[src/rtl/muldiv_unit_pkg.sv]
// Shared opcode encodings, FSM state type and op decode helpers for the multiply/divide unit.
package muldiv_unit_pkg;

  localparam logic [1:0] MD_OP_MULT  = 2'b00;
  localparam logic [1:0] MD_OP_MULTU = 2'b01;
  localparam logic [1:0] MD_OP_DIV   = 2'b10;
  localparam logic [1:0] MD_OP_DIVU  = 2'b11;

  typedef enum logic [1:0] {
    MdIdle,
    MdMul,
    MdDiv,
    MdDone
  } md_state_e;

  function automatic logic op_is_div(input logic [1:0] op);
    return op[1];
  endfunction

  function automatic logic op_is_signed(input logic [1:0] op);
    return ~op[0];
  endfunction

endpackage

[src/rtl/div_core_radix2.sv]
// Radix-2 restoring divider on unsigned magnitudes; one quotient bit per cycle, WIDTH cycles.
module div_core_radix2 #(
  parameter int unsigned WIDTH = 32
) (
  input  logic             clk,
  input  logic             resetn,
  input  logic             load,
  input  logic             annul,
  input  logic [WIDTH-1:0] dividend,
  input  logic [WIDTH-1:0] divisor,
  output logic             ready,
  output logic [WIDTH-1:0] quotient,
  output logic [WIDTH-1:0] remainder
);

  localparam int unsigned CntW = (WIDTH > 1) ? $clog2(WIDTH) : 1;

  logic             active_q, active_d;
  logic [CntW-1:0]  cnt_q, cnt_d;
  logic [WIDTH-1:0] rem_q, rem_d;
  logic [WIDTH-1:0] quo_q, quo_d;
  logic [WIDTH-1:0] dvs_q, dvs_d;

  logic [WIDTH:0]   shifted;
  logic [WIDTH:0]   diff;
  logic [WIDTH-1:0] rem_nxt;
  logic [WIDTH-1:0] quo_nxt;

  // Partial remainder never exceeds the divisor, so bit WIDTH of diff is the borrow.
  always_comb begin
    shifted = {rem_q, quo_q[WIDTH-1]};
    diff    = shifted - {1'b0, dvs_q};
    rem_nxt = diff[WIDTH] ? shifted[WIDTH-1:0] : diff[WIDTH-1:0];
    quo_nxt = {quo_q[WIDTH-2:0], ~diff[WIDTH]};
  end

  // The final iteration's result is exposed combinationally so the owner can
  // capture it on the same edge that retires it.
  assign ready     = active_q && (cnt_q == CntW'(WIDTH - 1));
  assign quotient  = quo_nxt;
  assign remainder = rem_nxt;

  always_comb begin
    active_d = active_q;
    cnt_d    = cnt_q;
    rem_d    = rem_q;
    quo_d    = quo_q;
    dvs_d    = dvs_q;
    if (annul) begin
      active_d = 1'b0;
    end else if (load) begin
      active_d = 1'b1;
      cnt_d    = '0;
      rem_d    = '0;
      quo_d    = dividend;
      dvs_d    = divisor;
    end else if (active_q) begin
      rem_d = rem_nxt;
      quo_d = quo_nxt;
      cnt_d = cnt_q + 1'b1;
      if (ready) begin
        active_d = 1'b0;
      end
    end
  end

  always_ff @(posedge clk or negedge resetn) begin
    if (!resetn) begin
      active_q <= 1'b0;
      cnt_q    <= '0;
      rem_q    <= '0;
      quo_q    <= '0;
      dvs_q    <= '0;
    end else begin
      active_q <= active_d;
      cnt_q    <= cnt_d;
      rem_q    <= rem_d;
      quo_q    <= quo_d;
      dvs_q    <= dvs_d;
    end
  end

endmodule

[src/rtl/muldiv_unit.sv]
// Multi-cycle MULT/MULTU/DIV/DIVU unit for EX with busy/done handshake, annul and div-by-zero flag.
module muldiv_unit
  import muldiv_unit_pkg::*;
#(
  parameter int unsigned WIDTH   = 32,
  parameter int unsigned MUL_LAT = 2
) (
  input  logic             clk,
  input  logic             resetn,
  input  logic             start,
  input  logic [1:0]       op,
  input  logic [WIDTH-1:0] src1,
  input  logic [WIDTH-1:0] src2,
  input  logic             annul,
  output logic             busy,
  output logic             done,
  output logic [WIDTH-1:0] hi,
  output logic [WIDTH-1:0] lo,
  output logic             div_by_zero
);

  localparam int unsigned LatW = (MUL_LAT > 1) ? $clog2(MUL_LAT) : 1;

  md_state_e        state_q, state_d;
  logic [LatW-1:0]  lat_cnt_q, lat_cnt_d;
  logic             sgn_q, sgn_d;
  logic [WIDTH-1:0] src1_q, src1_d;
  logic [WIDTH-1:0] src2_q, src2_d;
  logic [WIDTH-1:0] hi_q, hi_d;
  logic [WIDTH-1:0] lo_q, lo_d;
  logic             dbz_q, dbz_d;

  logic             accept;
  logic             div_load;
  logic             div_ready;
  logic [WIDTH-1:0] div_quo;
  logic [WIDTH-1:0] div_rem;
  logic [WIDTH-1:0] dvd_mag;
  logic [WIDTH-1:0] dvs_mag;
  logic             q_neg;
  logic             r_neg;
  logic [2*WIDTH-1:0] mul_a;
  logic [2*WIDTH-1:0] mul_b;
  logic [2*WIDTH-1:0] product;

  assign accept = (state_q == MdIdle) && start && !annul;

  // Extending straight to 2W bits is equivalent to a W+1-bit extension modulo 2^2W.
  always_comb begin
    mul_a   = {{WIDTH{sgn_q & src1_q[WIDTH-1]}}, src1_q};
    mul_b   = {{WIDTH{sgn_q & src2_q[WIDTH-1]}}, src2_q};
    product = mul_a * mul_b;
  end

  always_comb begin
    dvd_mag = (op_is_signed(op) && src1[WIDTH-1]) ? ('0 - src1) : src1;
    dvs_mag = (op_is_signed(op) && src2[WIDTH-1]) ? ('0 - src2) : src2;
    q_neg   = sgn_q & (src1_q[WIDTH-1] ^ src2_q[WIDTH-1]);
    r_neg   = sgn_q & src1_q[WIDTH-1];
  end

  assign div_load = accept && op_is_div(op) && (src2 != '0);

  div_core_radix2 #(
    .WIDTH (WIDTH)
  ) u_div_core (
    .clk       (clk),
    .resetn    (resetn),
    .load      (div_load),
    .annul     (annul),
    .dividend  (dvd_mag),
    .divisor   (dvs_mag),
    .ready     (div_ready),
    .quotient  (div_quo),
    .remainder (div_rem)
  );

  always_comb begin
    state_d   = state_q;
    lat_cnt_d = lat_cnt_q;
    sgn_d     = sgn_q;
    src1_d    = src1_q;
    src2_d    = src2_q;
    hi_d      = hi_q;
    lo_d      = lo_q;
    dbz_d     = dbz_q;
    if (annul) begin
      state_d = MdIdle;
    end else begin
      unique case (state_q)
        MdIdle: begin
          if (start) begin
            sgn_d     = op_is_signed(op);
            src1_d    = src1;
            src2_d    = src2;
            lat_cnt_d = '0;
            if (!op_is_div(op)) begin
              state_d = MdMul;
            end else if (src2 == '0) begin
              state_d = MdDone;
              hi_d    = src1;
              lo_d    = '1;
              dbz_d   = 1'b1;
            end else begin
              state_d = MdDiv;
            end
          end
        end
        MdMul: begin
          if (lat_cnt_q == LatW'(MUL_LAT - 1)) begin
            state_d = MdDone;
            hi_d    = product[2*WIDTH-1:WIDTH];
            lo_d    = product[WIDTH-1:0];
            dbz_d   = 1'b0;
          end else begin
            lat_cnt_d = lat_cnt_q + 1'b1;
          end
        end
        MdDiv: begin
          if (div_ready) begin
            state_d = MdDone;
            hi_d    = r_neg ? ('0 - div_rem) : div_rem;
            lo_d    = q_neg ? ('0 - div_quo) : div_quo;
            dbz_d   = 1'b0;
          end
        end
        MdDone: begin
          state_d = MdIdle;
        end
        default: begin
          state_d = MdIdle;
        end
      endcase
    end
  end

  always_ff @(posedge clk or negedge resetn) begin
    if (!resetn) begin
      state_q   <= MdIdle;
      lat_cnt_q <= '0;
      sgn_q     <= 1'b0;
      src1_q    <= '0;
      src2_q    <= '0;
      hi_q      <= '0;
      lo_q      <= '0;
      dbz_q     <= 1'b0;
    end else begin
      state_q   <= state_d;
      lat_cnt_q <= lat_cnt_d;
      sgn_q     <= sgn_d;
      src1_q    <= src1_d;
      src2_q    <= src2_d;
      hi_q      <= hi_d;
      lo_q      <= lo_d;
      dbz_q     <= dbz_d;
    end
  end

  assign busy        = accept || (state_q == MdMul) || (state_q == MdDiv);
  assign done        = (state_q == MdDone);
  assign div_by_zero = dbz_q && (state_q == MdDone);
  assign hi          = hi_q;
  assign lo          = lo_q;

endmodule

[config.mk]
export PLATFORM = sky130hd
export DESIGN_NAME = muldiv_unit
export DESIGN_NICKNAME = d
export VERILOG_FILES = /design/src/rtl/muldiv_unit_pkg.sv /design/src/rtl/div_core_radix2.sv /design/src/rtl/muldiv_unit.sv
export SDC_FILE = /design/constraint.sdc
export NUM_CORES = 2
export LEC_CHECK = 0
export BUFFER_PORTS_ARGS = -buffer_cell sky130_fd_sc_hd__buf_4
export CAP_MARGIN = 15
export CORE_UTILIZATION = 40
export CTS_CLUSTER_SIZE = 40
export DETAILED_ROUTE_END_ITERATION = 8
export HOLD_SLACK_MARGIN = 0.02
export SETUP_SLACK_MARGIN = 0.2
export SYNTH_ARGS = -nofsm -noshare
export SYNTH_HDL_FRONTEND = slang
export SYNTH_SLANG_ARGS = --single-unit
[constraint.sdc]
create_clock -name clk -period 25.1 [get_ports clk]
set_input_delay 7.53 -clock clk [delete_from_list [all_inputs] [get_ports clk]]
set_output_delay 7.53 -clock clk [all_outputs]
set_load 0.005 [all_outputs]
After elaboration in Yosys (flattened, before gate mapping)
Index checks and enable logic that the tools add are counted.
{ "totals": {"reg_bits": 235, "input_bits": 70, "out_inout_bits": 67, "elab_cells": 106} }
{ "op_classes": {"add_sub_neg": 7, "mul": 1, "eq_ne": 12, "n_mux": 43, "n_bitwise": 7, "n_reduce_logical": 23} }
{ "op_table": {"columns": ["operator", "count"], "rows": [
  ["2-to-1 mux 32 bit", 19],
  ["one-hot mux 32 bit (3 select lines)", 2],
  ["subtractor 1 x 32 -> 32 bit, first input constant", 4],
  ["multiplier 33 x 33 -> 64 bit", 1],
  ["subtractor 33 x 32 -> 33 bit", 1],
  ["logical NOT 32 bit", 1],
  ["nonzero test 32 bit", 1],
  ["2-to-1 mux 1 bit", 12],
  ["2-to-1 mux 2 bit", 5],
  ["2-to-1 mux 5 bit", 2],
  ["!= test 3 bit, second input constant", 3],
  ["AND reduction 3 bit", 3],
  ["logical AND 1 bit", 8],
  ["!= test 2 bit, second input constant", 4],
  ["one-hot mux 2 bit (4 select lines)", 1],
  ["AND reduction 7 bit", 1],
  ["adder 5 x 1 -> 5 bit, second input constant", 1],
  ["equality test 5 bit, second input constant", 1],
  ["equality test 2 bit, second input constant", 2],
  ["AND reduction 2 bit", 2],
  ["nonzero test 2 bit", 2],
  ["bitwise AND 1 bit", 3],
  ["NOT 1 bit", 3],
  ["one-hot mux 1 bit (3 select lines)", 1],
  ["9 further kinds", 10]
]} }

Depth between registers and ports, before layout
{ "logic_depth": {"ltp_word": 7, "mapped_depth": 34, "depth_no_buf": 30} }

By module
From an unflattened synthesis, not the netlist that was laid out.
{ "unflattened": {"hier_cells": 5856, "hier_area_um2": 53008.3} }
{ "modules_own_cells": {"columns": ["module", "instances", "cells_per_inst", "area_each_um2", "seq_area_each_um2"], "rows": [
  ["muldiv_unit", 1, 5177, 46570.9, 3328.2],
  ["div_core_radix2", 1, 679, 6437.4, 2552.4]
]} }

Worst setup path before layout
OpenSTA, ideal clock, no wires.
{ "synth_timing": {"path_kind": "input to output", "from": "input annul", "to": "output busy", "arrival_ns": 8.581, "t_required_ns": 17.570, "setup_slack_ns": 8.989, "cell_stages": 5, "path_buffers": 3, "path_cell_list": "clkbuf_1 > nand3b_1 > clkbuf_1 > clkbuf_1 > nand2_1"} }
{ "synth_between": {"elab_chain_cells": 4} }
{ "synth_lines": {"columns": ["item", "line", "source"], "rows": [
  ["start: declaration", "muldiv_unit.sv:14", "input logic annul,"],
  ["logical NOT 1 bit", "muldiv_unit.sv:46", "assign accept = (state_q == MdIdle) && start && !annul;"],
  ["logical AND 1 bit", "muldiv_unit.sv:46", null],
  ["logical OR 1 bit (2 in a row)", "muldiv_unit.sv:159", "assign busy = accept || (state_q == MdMul) || (state_q == MdDiv);"],
  ["end: declaration", "muldiv_unit.sv:15", "output logic busy,"]
]} }
No other way between the ends.

Final worst setup path
Same ends and word-level chain as after synthesis.

==> metrics.md <==
| Metric | Value |
|---|---|
| Post CTS Setup Buffer Count | `0` |
| Setup crit start kind | `input pin` |
| Antenna violations before repair | `14` |
| Mapped Area | `52800 sq um` |
| Total of fill cells in the finished design | `13000` |
| Post-synth cell types | `94` |
| Buf+Inv Stages, Crit Path | `3` |
| Slew margin rel. | `10.8%` |
| Synthesized flop and latch total | `235` |
| Largest family of logic cells by synthesized area | `adder cells` |
| Share of layout cells above drive strength 1 | `6.80%` |
| Syn Nets | `7325` |
| Gpl congestion | `0.951` |
| Status | `complete, no violations` |
| Post_cts resized | `0` |
| Per-cell routed wire length | `20.4 um` |
| Post-synth top area cell | `fa_1` |
| FP Rows | `132` |
| Root Driver | `clkbuf_16` |
| Port bufs | `136` |
| FF+latch area | `5900 sq um` |
| GRT Overall Usage | `24.0%` |
| Routed Antenna Nets | `0` |
| Slew at the pin closest to its max-slew limit | `1.32 ns` |
| Critical path's largest stage delay | `0.18 ns` |
| First drt pass iteration count | `6` |
| Synth Area in Compound Gates | `8.47%` |
| DP HPWL | `125000 um` |
| Initial Utilization | `40.5%` |
| Clk sinks | `235` |
| Slowest-stage cell, CP | `buf_4` |
| Core area | `130000 sq um` |
| Worst endpoint required time | `17.57 ns` |
| Synth top area share | `42.7%` |
| Mean Syn Cell Area | `8.99 sq um` |
| Post-synthesis mux area share | `1.69%` |
| Async S/R FF share, synth | `100%` |
| Critical Path AT | `8.24 ns` |
| Slew Viols, Final | `0` |
| Main flop type after synthesis | `dfrtp_1` |
| Vias in the first global route | `42000` |
| R2r startpoint | `src1_q[15]$_DFFE_PN0P_` |
| Top Ports | `137` |
| CTS buffer count | `29` |
| Via-to-Cell Ratio | `5.29` |
| Area delta synth->final | `6.74%` |
| CP dominant cell by count | `buf_4` |
| Setup Total Neg Slack | `0 ns` |
| Final #Nets | `7239` |
| Synth Area in Adders | `48.7%` |
| First-pass GRT wire length | `248000 um` |
| CP cell instances | `buf_4, nand3b_1, buf_4, nand2_1, buf_4` |
| DIE AREA | `133000 sq um` |
| CP Launch Point | `annul` |
| # DRC | `0` |
| HP Start | `hi[0]$_DFFE_PN0P_` |
| Final Setup Violations | `0` |
| Synth top area cells | `fa_1, dfrtp_1, inv_1` |
| Hold_buf cts | `0` |
| Post-Synth XOR/XNOR Area | `3.53%` |
| Fin crit share | `62.8%` |
| Fmax | `63.4 MHz` |
| Remaining global-route overflow | `0` |
| Mapped Cells | `5874` |
| Largest net degree at the start of global routing | `102` |
| CTS clk-pin slew, worst paths | `0.06 ns` |
| Crit Path Class | `in2out` |
| Unrepaired setup endpoints after global routing | `false` |
| Number of synthesized flops with an enable pin | `0` |
| Min Tclk post-route | `15.77 ns` |
| Most frequent cells in the layout | `inv_1, fa_1, nand2_1` |
| Multi-input logic area | `41200 sq um` |
| DIE WIDTH | `365 um` |
| Final hold violation count | `0` |
| Simple-gate share of the synthesized area | `15.5%` |
| Warnings from Yosys | `0` |
| Via count | `40000` |
| Worst Setup End Kind | `primary output` |
| Max_cap viols | `0` |
| First DRT Iteration DRCs | `2583` |
| Fin Clk Skew | `0.0348 ns` |
| CTS Buffer Depth | `3` |
| DIE HEIGHT | `365 um` |
| CTS H-tree depth | `1` |
| Sequential share of the synthesized area | `11.1%` |
| Routed wire length | `154000 um` |
| CP top delay family | `buffers and inverters` |
| Commonest non-fill, non-tap cell in the layout | `inv_1` |
| CTS tree | `built` |
| Type of the most critical hold path | `reg2reg` |
| Worst-skew pair later-pin latency | `0.59 ns` |
| CP max FO | `10` |
per-layer routing:
layer / global-route usage [%] / share of wire (%)
met2: 39.3 / 47
met3: 2.70 / 6.4
met1: 34.3 / 44
met4: 5.26 / 2.2
met5: 0 / 0.073
final timing paths:
path | end | slack [ns] | cells past startpoint
min | hi[0]$_DFFE_PN0P_ | 0.48 | 2
max in group asynchronous | src1_q[7]$_DFFE_PN0P_ | 15.74 | 3
max | busy | 9.33 | 5
max reg2reg | hi[20]$_DFFE_PN0P_ | 15.28 | 26
min in group asynchronous | u_div_core.dvs_q[3]$_DFFE_PN0P_ | 6.94 | 1
min reg2reg | hi[0]$_DFFE_PN0P_ | 0.48 | 2
synth_stat cells, types with 7 or more instances:
| library cell | instances |
|---|---|
| inv_1 | 1198 |
| fa_1 | 1126 |
| nand2_1 | 900 |
| and2_1 | 349 |
| clkbuf_1 | 309 |
| ha_1 | 255 |
| dfrtp_1 | 235 |
| nor2_1 | 223 |
| o21ai_0 | 201 |
| a21oi_1 | 151 |
| xnor2_1 | 134 |
| xor2_1 | 79 |
| nor3_1 | 66 |
| mux2_2 | 64 |
| a21o_1 | 46 |
| a221oi_1 | 42 |
| and3_1 | 40 |
| a31oi_1 | 26 |
| nand3_1 | 25 |
| o31ai_1 | 23 |
| nand2b_1 | 21 |
| nor2b_1 | 21 |
| or3_1 | 21 |
| nand4_1 | 19 |
| nor4_1 | 18 |
| o21a_1 | 18 |
| mux2i_1 | 17 |
| o22ai_1 | 16 |
| a22oi_1 | 15 |
| or4_1 | 14 |
| or2_2 | 13 |
| buf_2 | 12 |
| o211ai_1 | 12 |
| o41ai_1 | 12 |
| buf_1 | 10 |
| a211oi_1 | 9 |
| a222oi_1 | 9 |
| a22o_1 | 7 |
| a41oi_1 | 7 |
| o21bai_1 | 7 |
sequential cells by signal, summed over array words and instances, names as in the netlist:
register             count
hi                      32
lo                      32
src1_q                  32
src2_q                  32
u_div_core.dvs_q        32
u_div_core.quo_q        32
u_div_core.rem_q        32
u_div_core.cnt_q         5
state_q                  2
dbz_q                    1
lat_cnt_q                1
sgn_q                    1
u_div_core.active_q      1
kinds of logic (layout without fill, tap and decap cells):
family,count (synthesis),in the layout
buffers and inverters,1533,1470
muxes,81,81
other,0,1
adders and majority gates,1381,1381
AOI/OAI and AO/OA,675,675
xor gates and xnor gates,213,213
DFF,235,235
and+or+nand+nor,1756,1756
area by class of cell:
cell class / instances / share of cell area [%]
antenna: 1 / 0.00444
clock buffer: 40 / 1.43
clock inverter: 14 / 0.260
inverter: 1200 / 7.99
multi-input combinational: 4106 / 73.0
sequential: 235 / 10.5
tap: 1742 / 3.87
timing repair buffer: 216 / 2.93
worst min-delay path, cell delays in order (launching register included):
cell and delay [ns]:
dfrtp_1 0.34, nand2_1 0.05, o21ai_0 0.06
stage by stage:
step                      instance area [sq um]  std cells  setup WS [ns]  hold slack [ns]  util (%)
after floorplan                           52800       5874           8.99            0.442         -
after global placement                    55400       7497           9.32            0.456      42.5
after detailed placement                  55400       7497           9.33            0.463      42.5
after CTS                                 56300       7551           9.33            0.480      43.2
after global routing                      56400       7553           9.29            0.515      43.3
final                                     56400       7554           9.33            0.481      43.3
Power is not shown: default switching activity piles up to over one toggle a cycle in this logic, so the estimate is an artifact.
